## src/rtl/if_fetch_q.sv

```systemverilog
// Fetch queue between the PC register and the ID stage.
// Accepted pcs reserve a slot in program order. Aligned pcs issue an imem read.
// Misaligned pcs become exception entries. Responses fill slots in order, and
// ID pops filled entries from the head. A flush empties the queue and counts the
// reads still in flight so their responses are discarded when they return.
module if_fetch_q #(
    parameter int DEPTH  = 4,
    parameter int ADDR_W = 32,
    parameter int DATA_W = 32
) (
    input  logic              clk,
    input  logic              rst,
    input  logic [ADDR_W-1:0] pc_i,
    input  logic              ce_i,
    input  logic              pc_invalid_i,
    input  logic              hold_i,
    input  logic              flush,
    input  logic              stall_id,
    output logic              stallreq_if_o,
    output logic              imem_req,
    output logic [ADDR_W-1:0] imem_addr,
    input  logic              imem_gnt,
    input  logic              imem_rvalid,
    input  logic [DATA_W-1:0] imem_rdata,
    output logic              id_valid,
    output logic [ADDR_W-1:0] id_pc,
    output logic [DATA_W-1:0] id_inst,
    output logic              id_exc
);

    localparam int PTR_W  = $clog2(DEPTH);
    localparam int CNT_W  = PTR_W + 1;
    // Repeated flushes can stack discarded reads beyond DEPTH, so drop gets headroom.
    localparam int DROP_W = PTR_W + 4;
    localparam logic [DATA_W-1:0] ZERO_WORD = '0;

    // Slot storage
    logic [ADDR_W-1:0] pc_q   [DEPTH];
    logic [DATA_W-1:0] inst_q [DEPTH];
    logic [DEPTH-1:0]  exc_q;
    logic [DEPTH-1:0]  filled_q;

    // Pointers and counters
    logic [PTR_W-1:0]  alloc_q, alloc_d;
    logic [PTR_W-1:0]  fill_q,  fill_d;
    logic [PTR_W-1:0]  rd_q,    rd_d;
    logic [CNT_W-1:0]  used_q,  used_d;
    logic [CNT_W-1:0]  outst_q, outst_d;
    logic [DROP_W-1:0] drop_q,  drop_d;

    logic slot_free;
    logic fetch_ok;
    logic acc_aligned;
    logic acc_exc;
    logic accept;
    logic resp_drop;
    logic resp_fill;
    logic pop;

    // Accept / response / pop decisions; request outputs are forced low while in reset
    always_comb begin
        slot_free     = (used_q < CNT_W'(DEPTH));
        fetch_ok      = ~rst & ce_i & ~hold_i & ~flush & slot_free;
        imem_req      = fetch_ok & ~pc_invalid_i;
        imem_addr     = pc_i;
        acc_aligned   = imem_req & imem_gnt;
        // An exception entry waits until every earlier read has returned so it stays in order.
        acc_exc       = fetch_ok & pc_invalid_i & (outst_q == '0) & (drop_q == '0);
        accept        = acc_aligned | acc_exc;
        stallreq_if_o = ~rst & ce_i & ~hold_i & ~accept;
        resp_drop     = imem_rvalid & (drop_q != '0);
        // A response with nothing outstanding and nothing to drop is stray and ignored.
        resp_fill     = imem_rvalid & (drop_q == '0) & (outst_q != '0);
        id_valid      = (used_q != '0) & filled_q[rd_q];
        id_pc         = pc_q[rd_q];
        id_inst       = inst_q[rd_q];
        id_exc        = exc_q[rd_q];
        pop           = id_valid & ~stall_id & ~flush;
    end

    // Next-state for pointers and counters
    always_comb begin
        // NOTE: every variable gets a default first so no path leaves it unassigned (no latch).
        alloc_d = alloc_q;
        fill_d  = fill_q;
        rd_d    = rd_q;
        used_d  = used_q;
        outst_d = outst_q;
        drop_d  = drop_q;
        if (flush) begin
            alloc_d = '0;
            fill_d  = '0;
            rd_d    = '0;
            used_d  = '0;
            outst_d = '0;
            // Everything still in flight, minus a response consumed this cycle, is discarded later.
            drop_d  = drop_q + DROP_W'(outst_q) - DROP_W'(resp_drop) - DROP_W'(resp_fill);
        end else begin
            alloc_d = alloc_q + PTR_W'(accept);
            // Exception entries are born filled, so fill steps over them when allocated.
            fill_d  = fill_q + PTR_W'(resp_fill | acc_exc);
            rd_d    = rd_q + PTR_W'(pop);
            used_d  = used_q + CNT_W'(accept) - CNT_W'(pop);
            outst_d = outst_q + CNT_W'(acc_aligned) - CNT_W'(resp_fill);
            drop_d  = drop_q - DROP_W'(resp_drop);
        end
    end

    // Pointer and counter registers
    always_ff @(posedge clk or posedge rst) begin
        if (rst) begin
            // NOTE: sequential state uses non-blocking assignments so all registers update together.
            alloc_q <= '0;
            fill_q  <= '0;
            rd_q    <= '0;
            used_q  <= '0;
            outst_q <= '0;
            drop_q  <= '0;
        end else begin
            alloc_q <= alloc_d;
            fill_q  <= fill_d;
            rd_q    <= rd_d;
            used_q  <= used_d;
            outst_q <= outst_d;
            drop_q  <= drop_d;
        end
    end

    // Slot writes: allocation on accept, instruction on response, clear on flush
    always_ff @(posedge clk or posedge rst) begin
        if (rst) begin
            // NOTE: the small slot array is reset so the id_* head outputs read zero after reset.
            for (int i = 0; i < DEPTH; i++) begin
                pc_q[i]   <= '0;
                inst_q[i] <= '0;
            end
            exc_q    <= '0;
            filled_q <= '0;
        end else if (flush) begin
            filled_q <= '0;
        end else begin
            if (acc_aligned) begin
                pc_q[alloc_q]     <= pc_i;
                exc_q[alloc_q]    <= 1'b0;
                filled_q[alloc_q] <= 1'b0;
            end
            if (acc_exc) begin
                pc_q[alloc_q]     <= pc_i;
                inst_q[alloc_q]   <= ZERO_WORD;
                exc_q[alloc_q]    <= 1'b1;
                filled_q[alloc_q] <= 1'b1;
            end
            if (resp_fill) begin
                inst_q[fill_q]   <= imem_rdata;
                filled_q[fill_q] <= 1'b1;
            end
        end
    end

endmodule

```

## config.mk

```make
export PLATFORM = sky130hd
export DESIGN_NAME = if_fetch_q
export DESIGN_NICKNAME = d
export VERILOG_FILES = /design/src/rtl/if_fetch_q.sv
export SDC_FILE = /design/constraint.sdc
export NUM_CORES = 1
export LEC_CHECK = 0
export BUFFER_PORTS_ARGS = -buffer_cell sky130_fd_sc_hd__buf_4
export CAP_MARGIN = 20
export CORE_ASPECT_RATIO = 1.25
export CORE_UTILIZATION = 55
export CTS_BUF_LIST = sky130_fd_sc_hd__clkbuf_16
export DETAILED_ROUTE_END_ITERATION = 7
export PLACE_DENSITY = 0.86
export RECOVER_POWER = 100
export REMOVE_ABC_BUFFERS = 1
export SYNTH_ARGS = -nofsm -noshare
export SYNTH_HDL_FRONTEND = slang
export SYNTH_SLANG_ARGS = --single-unit
```

## constraint.sdc

```tcl
create_clock -name clk -period 25.9 [get_ports clk]
set_input_delay 3.885 -clock clk [delete_from_list [all_inputs] [get_ports clk]]
set_output_delay 3.885 -clock clk [all_outputs]
set_load 0.01 [all_outputs]
```

=== Word-level counts from Yosys, hierarchy flattened ===
Index checks and enable logic that the tools add are counted.

* $add $sub $neg: 11
* Order comparisons: 11
* Muxes and demuxes: 42
* Bitwise gates (word level): 35
* Reduce and logical (&&, ||, !) cells: 9

{| class="wikitable"
|+ Operators by type and width
! kind !! count
|-
| $mux 128 || 6
|-
| $bwmux 128 || 3
|-
| $mux 32 || 6
|-
| $and 128x128->128 || 1
|-
| $bmux 32 s2 || 2
|-
| $demux 32 s2 || 2
|-
| $not 128->128 || 1
|-
| $mux 4 || 9
|-
| $sub 6x1->6 || 3
|-
| $and 1x1->1 || 16
|-
| $or 4x4->4 || 3
|-
| $ge 3x3->1 const B || 3
|-
| $lt 2x3->1 const B || 3
|-
| $not 2->3 || 3
|-
| $and 4x4->4 || 2
|-
| $add 2x1->2 || 3
|-
| $add 3x1->3 || 2
|-
| $add 6x3->6 || 1
|-
| $logic_not 6->1 || 1
|-
| $lt 3x1->1 const B || 2
|-
| $mux 2 || 3
|-
| $mux 3 || 2
|-
| $mux 6 || 1
|-
| $not 1->1 || 6
|-
| 12 further kinds || 24
|}

* Flip-flop bits (word level): 282
* Bits of input ports: 73
* Output and inout bits: 100
* Logic and storage cells: 124

=== Longest topological paths before layout ===
Gate-level depths: netlist of run 1.

* Word-level depth: 15
* Gate-level depth with buffers: 15
* Depth with buffers taken out: 15

=== Least setup slack after synthesis of run 1 ===
No wires, ideal clock.

* Path type: input to output
* Start point: input port rst
* End point: output port stallreq_if_o
* Arrival: 5.007 ns
* Required time: 22.015 ns
* Setup slack: 17.008 ns
* Stages on the path: 6
* Path buffers: 2
* Path through: or3b_1 -> clkbuf_2 -> or2_1 -> buf_6 -> nor2_1 -> nor2_1

* Cells in the longest elaborated chain, start to end: 11
* Elaborated cells on any way between the ends: 13
* Those cells by class: 13 x bitwise

{| class="wikitable"
|+ RTL lines
! what !! RTL line !! text
|-
| start, declared || 12 || <nowiki>input logic rst,</nowiki>
|-
| $not 1->1 * || 63, 70 ||
|-
| $and 1x1->1 * (2 in series) || 63, 70 ||
|-
| $and 1x1->1 (2 in series) || 63 || <nowiki>fetch_ok = ~rst & ce_i & ~hold_i & ~flush & slot_free;</nowiki>
|-
| $and 1x1->1 (3 in series) || 68 || <nowiki>acc_exc = fetch_ok & pc_invalid_i & (outst_q == '0) & (drop_q == '0);</nowiki>
|-
| $or 1x1->1 || 69 || <nowiki>accept = acc_aligned | acc_exc;</nowiki>
|-
| $not 1->1 || 70 || <nowiki>stallreq_if_o = ~rst & ce_i & ~hold_i & ~accept;</nowiki>
|-
| $and 1x1->1 * || 70 ||
|-
| end, declared || 19 || <nowiki>output logic stallreq_if_o,</nowiki>
|}

Mark *: on every way between the ends. The rest lies on a longest branch, timed or not.

==> key figures, run 1 <==
Outcome
  • Outcome: complete, but fails checks
  • Failing checks: design-rule violations, max-capacitance violations, max-slew violations

Timing
  • Tcrit/Tclk final: 53.0%
  • RSZ-0062 raised after global routing: false
  • Fmax: 0.0728 GHz
  • Max_slew headroom: -217%
  • Worst-Margin Slew: 4740 ps
  • Final Critical Period: 13730 ps
  • # setup viols final: 0
  • Clock skew: 9.74 ps
  • Smallest hold slack: 484 ps
  • Max-slew violations: 579
  • Final Hold Fails: 0
  • Total negative slack: 0 ps

Clock tree
  • Post-CTS Setup Bufs: 0
  • CTS root buf: clkbuf_16
  • Clock transition at path regs: 60 ps
  • Num CTS Buffers: 28
  • Clock Latency Late Sink: 540 ps
  • Post-CTS Resized: 0
  • Clock Path Buffers: 3
  • H-tree levels: 1
  • Clock Sinks: 282
  • CTS tree: yes
  • Cts hold-fix bufs: 0

Route
  • Routed WL: 28700 um
  • Initial drt markers: 510
  • DR pass1 iterations: 7
  • Via density per instance: 6.23
  • Remaining antenna violation count: 0
  • DRC: 9
  • Vias after detailed routing: 8053
  • Wire length per cell: 22.2 um

Logic synthesis
  • Post-synthesis mux area share: 22.8%
  • Synth area leader: dfrtp_1
  • Yosys top cell area share: 54.7%
  • Yosys cell types: 52
  • Synthesized area: 12900 um^2
  • Synth Area in XOR/XNOR: 0.814%
  • Synth warn: 0
  • Largest family of logic cells by synthesized area: multiplexers
  • Avg Synthesized Cell Area: 14.9 um^2
  • Predominant post-synthesis flop cell: dfrtp_1
  • Largest cells by area after synthesis: dfrtp_1, mux4_2, mux2_2, a22o_1, mux2_1
  • Synth Area in Compound Gates: 10.3%
  • Syn Inst Count: 865
  • Post-synth EDFFs: 0
  • Flops & latches, synth: 282
  • Asr flop ratio synth: 100%
  • Adder-cell share of the synthesized area: 2.52%
  • Post-synthesis simple-gate area fraction: 3.66%
  • Post-synthesis sequential area ratio: 54.7%

Setup path
  • CP Class: primary input to async pin
  • R2r setup slk: 20600 ps
  • Crit path DAT: 13560 ps
  • Worst Path Required: 25730 ps
  • CP endpoint kind: async pin
  • Startpoint Class: primary input
  • CP max FO: 111

Place
  • Port-buffer cells: 172
  • Dpl hpwl: 17500 um
  • RePlAce Congestion: 0.818

Global route
  • Initial antenna violation count: 0
  • Gr usage total: 24.8%
  • Global route overflow: 0
  • Vias in the first global route: 8809
  • First-pass GRT wire length: 47400 um
  • Largest net degree at the start of global routing: 112

Power and ir drop
  • Seq pwr share: 47.4%
  • Share of total power in the clock network: 39.1%
  • Max VDD drop: 0.0701 mV
  • Pwr/cell area: 68.5 nW/um^2
  • Internal power: 744 uW
  • Combinational power share: 13.6%
  • Switching Share: 25.3%
  • NetSw: 252 uW
  • Static leakage: 0.00681 uW
  • Tot Pwr: 996 uW

Min path
  • Hold crit path type: flip-flop to flip-flop

Die
  • Chip width: 139 um
  • Die Area: 24100 um^2
  • Die Span Y: 173 um
  • Starting density of the core: 56.0%
  • Io pins: 173
  • Std cell rows: 62
  • Core area: 23000 um^2

Cells and area
  • Share of post-route cells with drive strength above 1: 29.8%
  • Most frequent cells in the layout: dfrtp_1, a22o_1, clkbuf_1
  • Area delta synth->final: 12.6%
  • Layout Nets: 1083
  • Fill cells: 1764
  • Layout Utilization: 63.1%
  • Commonest non-fill, non-tap cell in the layout: dfrtp_1
  • Diode count: 0

Job
  • Max-cap viol count: 12
## sequential cells by signal, summed over array words and instances (netlist names)
| register | count |
|---|---|
| fill_q | 2 |
| filled_q | 4 |
| used_q | 3 |
| exc_q | 4 |
| inst_q | 128 |
| rd_q | 2 |
| alloc_q | 2 |
| drop_q | 6 |
| outst_q | 3 |
| pc_q | 128 |
## path summary, 6_finish.rpt
kind                                       start                     to  depth (start not counted)
setup / recovery                             rst   pc_q[77]$_DFFE_PP0N_                          6
hold / removal             pc_q[117]$_DFFE_PP0N_  pc_q[117]$_DFFE_PP0N_                          1
setup reg to reg               rd_q[1]$_DFF_PP0_    used_q[2]$_DFF_PP0_                         10
hold reg to reg            pc_q[117]$_DFFE_PP0N_  pc_q[117]$_DFFE_PP0N_                          1
max in group clk                           flush          stallreq_if_o                          6
min in group asynchronous                    rst   alloc_q[1]$_DFF_PP0_                          2
## routing by layer
| layer | track usage (%) | share of wire [%] | routed length [um] |
|---|---|---|---|
| met4 | 8.43 | 3.2 | 928 |
| met5 | 0 | 0 | 0 |
| met2 | 42.9 | 51 | 14600 |
| met1 | 32.0 | 40 | 11600 |
| met3 | 3.98 | 5.5 | 1570 |
## logic make-up after synthesis
family	after synthesis
fa+ha+maj	23
mux	195
xor+xnor	12
simple gates	76
flops	282
compound gates	160
buf+inv	117
## synth_stat cells, types with 2 or more instances
library cell	n
dfrtp_1	282
a22o_1	128
mux2_2	105
mux4_2	66
buf_4	32
inv_1	23
mux2_1	23
clkbuf_1	22
buf_2	21
ha_1	18
nor2_1	18
buf_6	13
o21ai_0	12
nor2b_1	11
xnor2_1	11
nand2_1	8
buf_1	5
fa_1	5
and2_1	4
nand2b_1	4
nor3_1	4
nor3_4	4
nor3b_1	4
nor4_1	4
o21ai_1	4
o31ai_1	4
a211oi_1	2
nand3b_1	2
or2_2	2
or4b_1	2
## worst max-delay path: stages
cell	delay, ps
clkbuf_4	110
clkinvlp_2	2630
clkbuf_1	1060
clkbuf_1	2370
clkbuf_1	800
clkbuf_1	2570
## layout make-up
| cell class | instances | area (um^2) | area share (%) |
|---|---|---|---|
| inverter | 23 | 87.6 | 0.602 |
| timing repair buffer | 186 | 980 | 6.74 |
| clock inverter | 19 | 144 | 0.990 |
| tap | 288 | 360 | 2.48 |
| multi-input combinational | 466 | 5180 | 35.6 |
| clock buffer | 29 | 726 | 4.99 |
| sequential | 282 | 7060 | 48.6 |
## per-stage QoR
stage,setup slack [ps],cells,cell area [um^2]
global placement,16660,1243,14100
detailed placement,16620,1243,14100
floorplan,14240,771,12300
CTS,16610,1291,15000
finish,12170,1293,14500
global route,9900,1293,14500
## power by group through the flow
stage | logic (uW) | registers (uW) | clock network (uW)
after floorplan | 90.1 | 476 | 0
after global placement | 144 | 478 | 0
after detailed placement | 150 | 479 | 0
after CTS | 151 | 472 | 397
after global routing | 150 | 474 | 414
final | 135 | 472 | 389
Power figures use the tool's default switching activity.
==> run 2: changes to the inputs <==
clock period = 13.9 ns   (was 25.9 ns; I/O delays follow)
==> key figures, run 2 (synthesis results as in run 1) <==
Outcome
  • Outcome: complete, but fails checks
  • Failing checks: design-rule violations, max-capacitance violations, max-slew violations

Place
  • Placement Cell Area: 14100 um^2
  • Port-buffer cells: 172
  • Pre-CTS setup slack: 8210 ps
  • RePlAce Congestion: 0.813
  • Dpl hpwl: 17100 um

Setup path
  • CP endpoint kind: primary output
  • CP max FO: 56
  • CP Class: flip-flop to primary output
  • R2R depth: 11
  • R2r setup slk: 7790 ps
  • Crit path DAT: 5050 ps
  • RR Startpoint: rd_q[1]$_DFF_PP0_
  • Worst r2r dst: used_q[2]$_DFF_PP0_
  • Worst Path Required: 11810 ps
  • Startpoint Class: flip-flop

Clock tree
  • Clock Latency Late Sink: 540 ps
  • Cts hold-fix bufs: 0
  • Clock Path Buffers: 3
  • CTS root buf: clkbuf_16
  • Clock Sinks: 282
  • Clock transition at path regs: 60 ps
  • CTS tree: yes
  • Num CTS Buffers: 29
  • Post-CTS Setup Bufs: 0
  • H-tree levels: 1
  • Post-CTS Resized: 0

Timing
  • Max_slew headroom: -308%
  • RSZ-0062 raised after global routing: false
  • Clock skew: 25.2 ps
  • Final worst slack: 6770 ps
  • Final Hold Fails: 0
  • Tcrit/Tclk final: 51.3%
  • # setup viols final: 0
  • Total negative slack: 0 ps
  • Max-slew violations: 497
  • Final Critical Period: 7130 ps
  • Worst-Margin Slew: 6080 ps
  • Fmax: 0.140 GHz

Global route
  • Met2 GRT Util: 42.8%
  • Initial antenna violation count: 0
  • Layer with the highest usage: met2
  • GR Util met3: 3.84%
  • First-pass GRT wire length: 46800 um
  • Gr usage total: 24.5%
  • Largest net degree at the start of global routing: 141
  • Met1 usage: 31.9%
  • Global route overflow: 0
  • Vias in the first global route: 8608

Route
  • Via density per instance: 6.18
  • DR pass1 iterations: 7
  • Vias after detailed routing: 7992
  • Initial drt markers: 385
  • Wire length per cell: 21.9 um
  • Remaining antenna violation count: 0
  • Routed WL: 28400 um
  • DRC: 9

Cells and area
  • Layout Nets: 1082
  • Share of post-route cells with drive strength above 1: 29.5%
  • Area delta synth->final: 12.4%
  • Design Area, Final: 14500 um^2
  • Commonest non-fill, non-tap cell in the layout: dfrtp_1
  • Largest regs: inst_q x128, pc_q x128, drop_q x6
  • Diode count: 0
  • Most frequent cells in the layout: dfrtp_1, a22o_1, clkbuf_1

Power and ir drop
  • Static leakage: 0.00683 uW
  • Max VDD drop: 0.111 mV
  • Pwr/cell area: 126 nW/um^2

Die
  • Std cell rows: 62
  • Io pins: 173
  • Starting density of the core: 56.0%
  • Core area: 23000 um^2
  • Die Area: 24100 um^2
  • Chip width: 139 um
  • Die Span Y: 173 um

Job
  • Max-cap viol count: 11

Min path
  • Hold Path Origin: pc_q[21]$_DFFE_PP0N_
  • Hold crit path type: flip-flop to flip-flop
  • Hold Path End: pc_q[21]$_DFFE_PP0N_
  • Hold path depth: 1
run 2: through the flow:
stage	cells	utilization, %	power [uW]	hold slack [ps]
after global routing	1293	63.0	1910	503
after global placement	1243	61.1	1160	463
final	1293	63.0	1830	485
after floorplan	771	-	1050	452
after detailed placement	1243	61.1	1170	474
after CTS	1293	64.8	1870	488
run 2: worst max path at each step:
stage | slack, ps | cells after the start | end | startpoint
final | 6770 | 4 | id_valid | rd_q[1]$_DFF_PP0_
after global routing | 6450 | 4 | id_valid | rd_q[1]$_DFF_PP0_
after CTS | 8210 | 6 | stallreq_if_o | rst
after detailed placement | 8210 | 6 | stallreq_if_o | rst
after global placement | 8260 | 6 | stallreq_if_o | rst
after floorplan | 4040 | 1 | alloc_q[0]$_DFF_PP0_ | rst
run 2: layer usage:
| metal | up-vias | wire [um] |
|---|---|---|
| li1 | 3462 | - |
| met1 | 4223 | 11500 |
| met2 | 263 | 14700 |
| met3 | 44 | 1680 |
| met4 | 0 | 554 |
| met5 | - | 0 |
run 2: layout make-up:
cell class | instances | area, um^2
Fill cell | 1753 | 8530
Sequential cell | 282 | 7060
Multi-Input combinational cell | 466 | 5180
Timing Repair Buffer | 184 | 976
Clock buffer | 29 | 726
Tap cell | 288 | 360
Clock inverter | 21 | 115
Inverter | 23 | 87.6
run 2: where the power goes:
group	leakage [uW]	total (uW)	internal (uW)	switching, uW
logic	0.00250	254	117	137
registers	0.00388	879	858	20.9
clock network	0.000447	702	393	309
run 2: critical path, cell delays in order (launching register included):
cell and delay [ps]:
dfrtp_1 740, clkbuf_1 2720, mux4_2 710, o31a_1 180, clkbuf_1 150
==> run 3: changes to the inputs <==
ABC_AREA = 1   (was default)
PLACE_DENSITY = 0.84   (was 0.86)
clock period = 6.8 ns   (was 13.9 ns; I/O delays follow)
==> key figures, run 3 <==
Outcome
  • Outcome: complete, but fails checks
  • Failing checks: max-capacitance violations, max-slew violations

Min path
  • Hold crit path type: flip-flop to flip-flop
  • Hold Path Origin: inst_q[48]$_DFFE_PP0N_

Cells and area
  • Area of the multi-input gates: 7540 um^2
  • Layout Utilization: 61.4%
  • Layout Nets: 2484
  • Fill cells: 2594
  • Commonest non-fill, non-tap cell in the layout: nand2_1
  • Most frequent cells in the layout: nand2_1, dfrtp_1, o21ai_0
  • Area delta synth->final: 9.46%
  • Sequential Area: 7060 um^2
  • Share of post-route cells with drive strength above 1: 5.93%
  • Largest regs: inst_q x128, pc_q x128, drop_q x6
  • Non-Filler Instances: 2766
  • Diode count: 0

Place
  • Port-buffer cells: 172
  • Placed Cells incl. Taps: 2711
  • RePlAce Congestion: 0.825
  • Dpl hpwl: 25300 um

Timing
  • Worst-Margin Slew: 3070 ps
  • Max-slew violations: 465
  • Final Critical Period: 5350 ps
  • Final Hold Fails: 0
  • RSZ-0062 raised after global routing: false
  • Fmax: 0.187 GHz
  • Max_slew headroom: -104%
  • Tcrit/Tclk final: 78.7%
  • # setup viols final: 0
  • Clock skew: 7.94 ps

Logic synthesis
  • Count leader, synth: nand2_1
  • Syn Inst Count: 2343
  • Asr flop ratio synth: 100%
  • Post-synthesis sequential area ratio: 44.1%
  • Avg Synthesized Cell Area: 6.82 um^2
  • Yosys cell types: 32
  • Synthesized area: 16000 um^2
  • Largest cells by area after synthesis: dfrtp_1, nand2_1, o21ai_0, nor2_1, inv_1
  • Predominant post-synthesis flop cell: dfrtp_1
  • Commonest cells post-synth: nand2_1, dfrtp_1, o21ai_0
  • Synth warn: 0
  • Synth area leader: dfrtp_1
  • Yosys top cell area share: 44.1%
  • Flops & latches, synth: 282
  • Post-synth EDFFs: 0

Setup path
  • Worst setup path startpoint: rd_q[0]$_DFF_PP0_
  • Critical path's largest stage delay: 1070 ps
  • RR Startpoint: drop_q[4]$_DFF_PP0_
  • Crit path DAT: 4330 ps
  • Worst Path Required: 5780 ps
  • CP Class: flip-flop to primary output
  • CP max FO: 73
  • CP max stage cell: clkbuf_2
  • Critical-path cell list: clkinv_2 > clkbuf_2 > o21ai_0 > o22ai_1 > clkbuf_1
  • Startpoint Class: flip-flop
  • CP endpoint kind: primary output

Power and ir drop
  • Seq pwr share: 44.8%
  • Max VDD drop: 0.206 mV
  • NetSw: 1170 uW
  • Switching Share: 28.5%
  • Combinational power share: 16.3%
  • Share of total power in the clock network: 38.9%
  • Pwr/cell area: 236 nW/um^2
  • Internal power: 2950 uW
  • Static leakage: 0.00985 uW

Global route
  • Global route overflow: 0
  • Largest net degree at the start of global routing: 119
  • Gr usage total: 30.4%
  • Layer with the highest usage: met2
  • Initial antenna violation count: 0
  • First-pass GRT wire length: 73400 um
  • GR Util met3: 4.15%
  • Met1 usage: 38.4%
  • Vias in the first global route: 14820
  • Met2 GRT Util: 53.2%

Clock tree
  • CTS root buf: clkbuf_16
  • H-tree levels: 1
  • CTS tree: yes
  • Clock Sinks: 282
  • Clock transition at path regs: 60 ps
  • Clock Latency Late Sink: 560 ps
  • Post-CTS Setup Bufs: 0
  • Post-CTS Resized: 0
  • Clock Path Buffers: 3
  • Cts hold-fix bufs: 0
  • Num CTS Buffers: 30

Route
  • Via density per instance: 5.61
  • Wire length per cell: 16.1 um
  • Initial drt markers: 1326
  • Vias after detailed routing: 15517
  • Remaining antenna violation count: 0
  • DRC: 0
  • Routed WL: 44500 um
  • DR pass1 iterations: 6

Die
  • Die Area: 29800 um^2
  • Starting density of the core: 56.1%
  • Die Span Y: 193 um
  • Std cell rows: 69
  • Core area: 28500 um^2
  • Chip width: 154 um
  • Io pins: 173

Job
  • Max-cap viol count: 8
==> run 3: changes by cell type after synthesis, sizes merged, moves of 8 or more <==
cell	change
nor2	+176
a22o	-128
buf	+34
mux2	-128
o21ai	+226
nand2	+1130
nor2b	-11
nand3	+76
xnor2	-8
mux4	-66
inv	+96
clkbuf	+50
o22ai	+67
==> run 3: path summary, 6_finish.rpt <==
| path | to | slack [ps] | cells after the start |
|---|---|---|---|
| worst max-delay path | id_pc[2] | 1450 | 5 |
| worst min-delay path | inst_q[48]$_DFFE_PP0N_ | 470 | 2 |
| worst max register to register | pc_q[63]$_DFFE_PP0N_ | 2170 | 7 |
| worst min register to register | inst_q[48]$_DFFE_PP0N_ | 470 | 2 |
| max in group asynchronous | rd_q[0]$_DFF_PP0_ | 2320 | 4 |
| min in group asynchronous | inst_q[87]$_DFFE_PP0N_ | 620 | 2 |
==> run 3: cells by family (layout without fill, tap and decap cells) <==
| group | count (synthesis) | count (layout) | share of synthesized area, % |
|---|---|---|---|
| and+or+nand+nor | 1416 | 1416 | 34.4 |
| AOI/OAI and AO/OA | 318 | 318 | 10.5 |
| buffers and inverters | 297 | 365 | 8.48 |
| DFF | 282 | 282 | 44.1 |
| adders and majority gates | 23 | 23 | 2.04 |
| xor gates and xnor gates | 6 | 6 | 0.329 |
| muxes | 1 | 1 | 0.0626 |
==> run 3: worst max-delay path, delay by kind of cell, from the launching register on <==
kind                   cells  cell delay [ps]
buffers and inverters      3             2150
DFF                        1              900
AOI/OAI and AO/OA          2              700
==> run 3: layout make-up <==
cell class              count  share of cell area (%)
flip-flops and latches    282                    40.4
repair buffers            191                    5.96
inverters                 119                    2.60
clock inverters            24                    1.02
well taps                 355                    2.54
clock buffers              31                    4.43
multi-input cells        1764                    43.1
==> run 3: power groups by stage <==
stage | Sequential [uW] | Clock, uW | Combinational (uW)
global placement | 1870 | 0 | 704
CTS | 1850 | 1620 | 736
floorplan | 1860 | 0 | 452
finish | 1850 | 1600 | 672
detailed placement | 1880 | 0 | 732
global route | 1860 | 1690 | 768
==> run 3: metal layers <==
layer  routed length [um]  vias up
met5                    0        -
li1                     -     7377
met2                21800      745
met1                17500     7302
met3                 3930       93
met4                 1250        0
==> run 3: per-stage QoR <==
step | TNS (ps) | power [uW] | cell area [um^2] | hold WS (ps) | setup slack, ps
finish | 0 | 4130 | 17500 | 465 | 1450
global route | 0 | 4320 | 17500 | 482 | 1080
CTS | 0 | 4200 | 17900 | 467 | 2160
detailed placement | 0 | 2610 | 17000 | 453 | 2200
global placement | 0 | 2580 | 17000 | 449 | 2180
floorplan | -1274210 | 2310 | 15100 | 437 | -3670
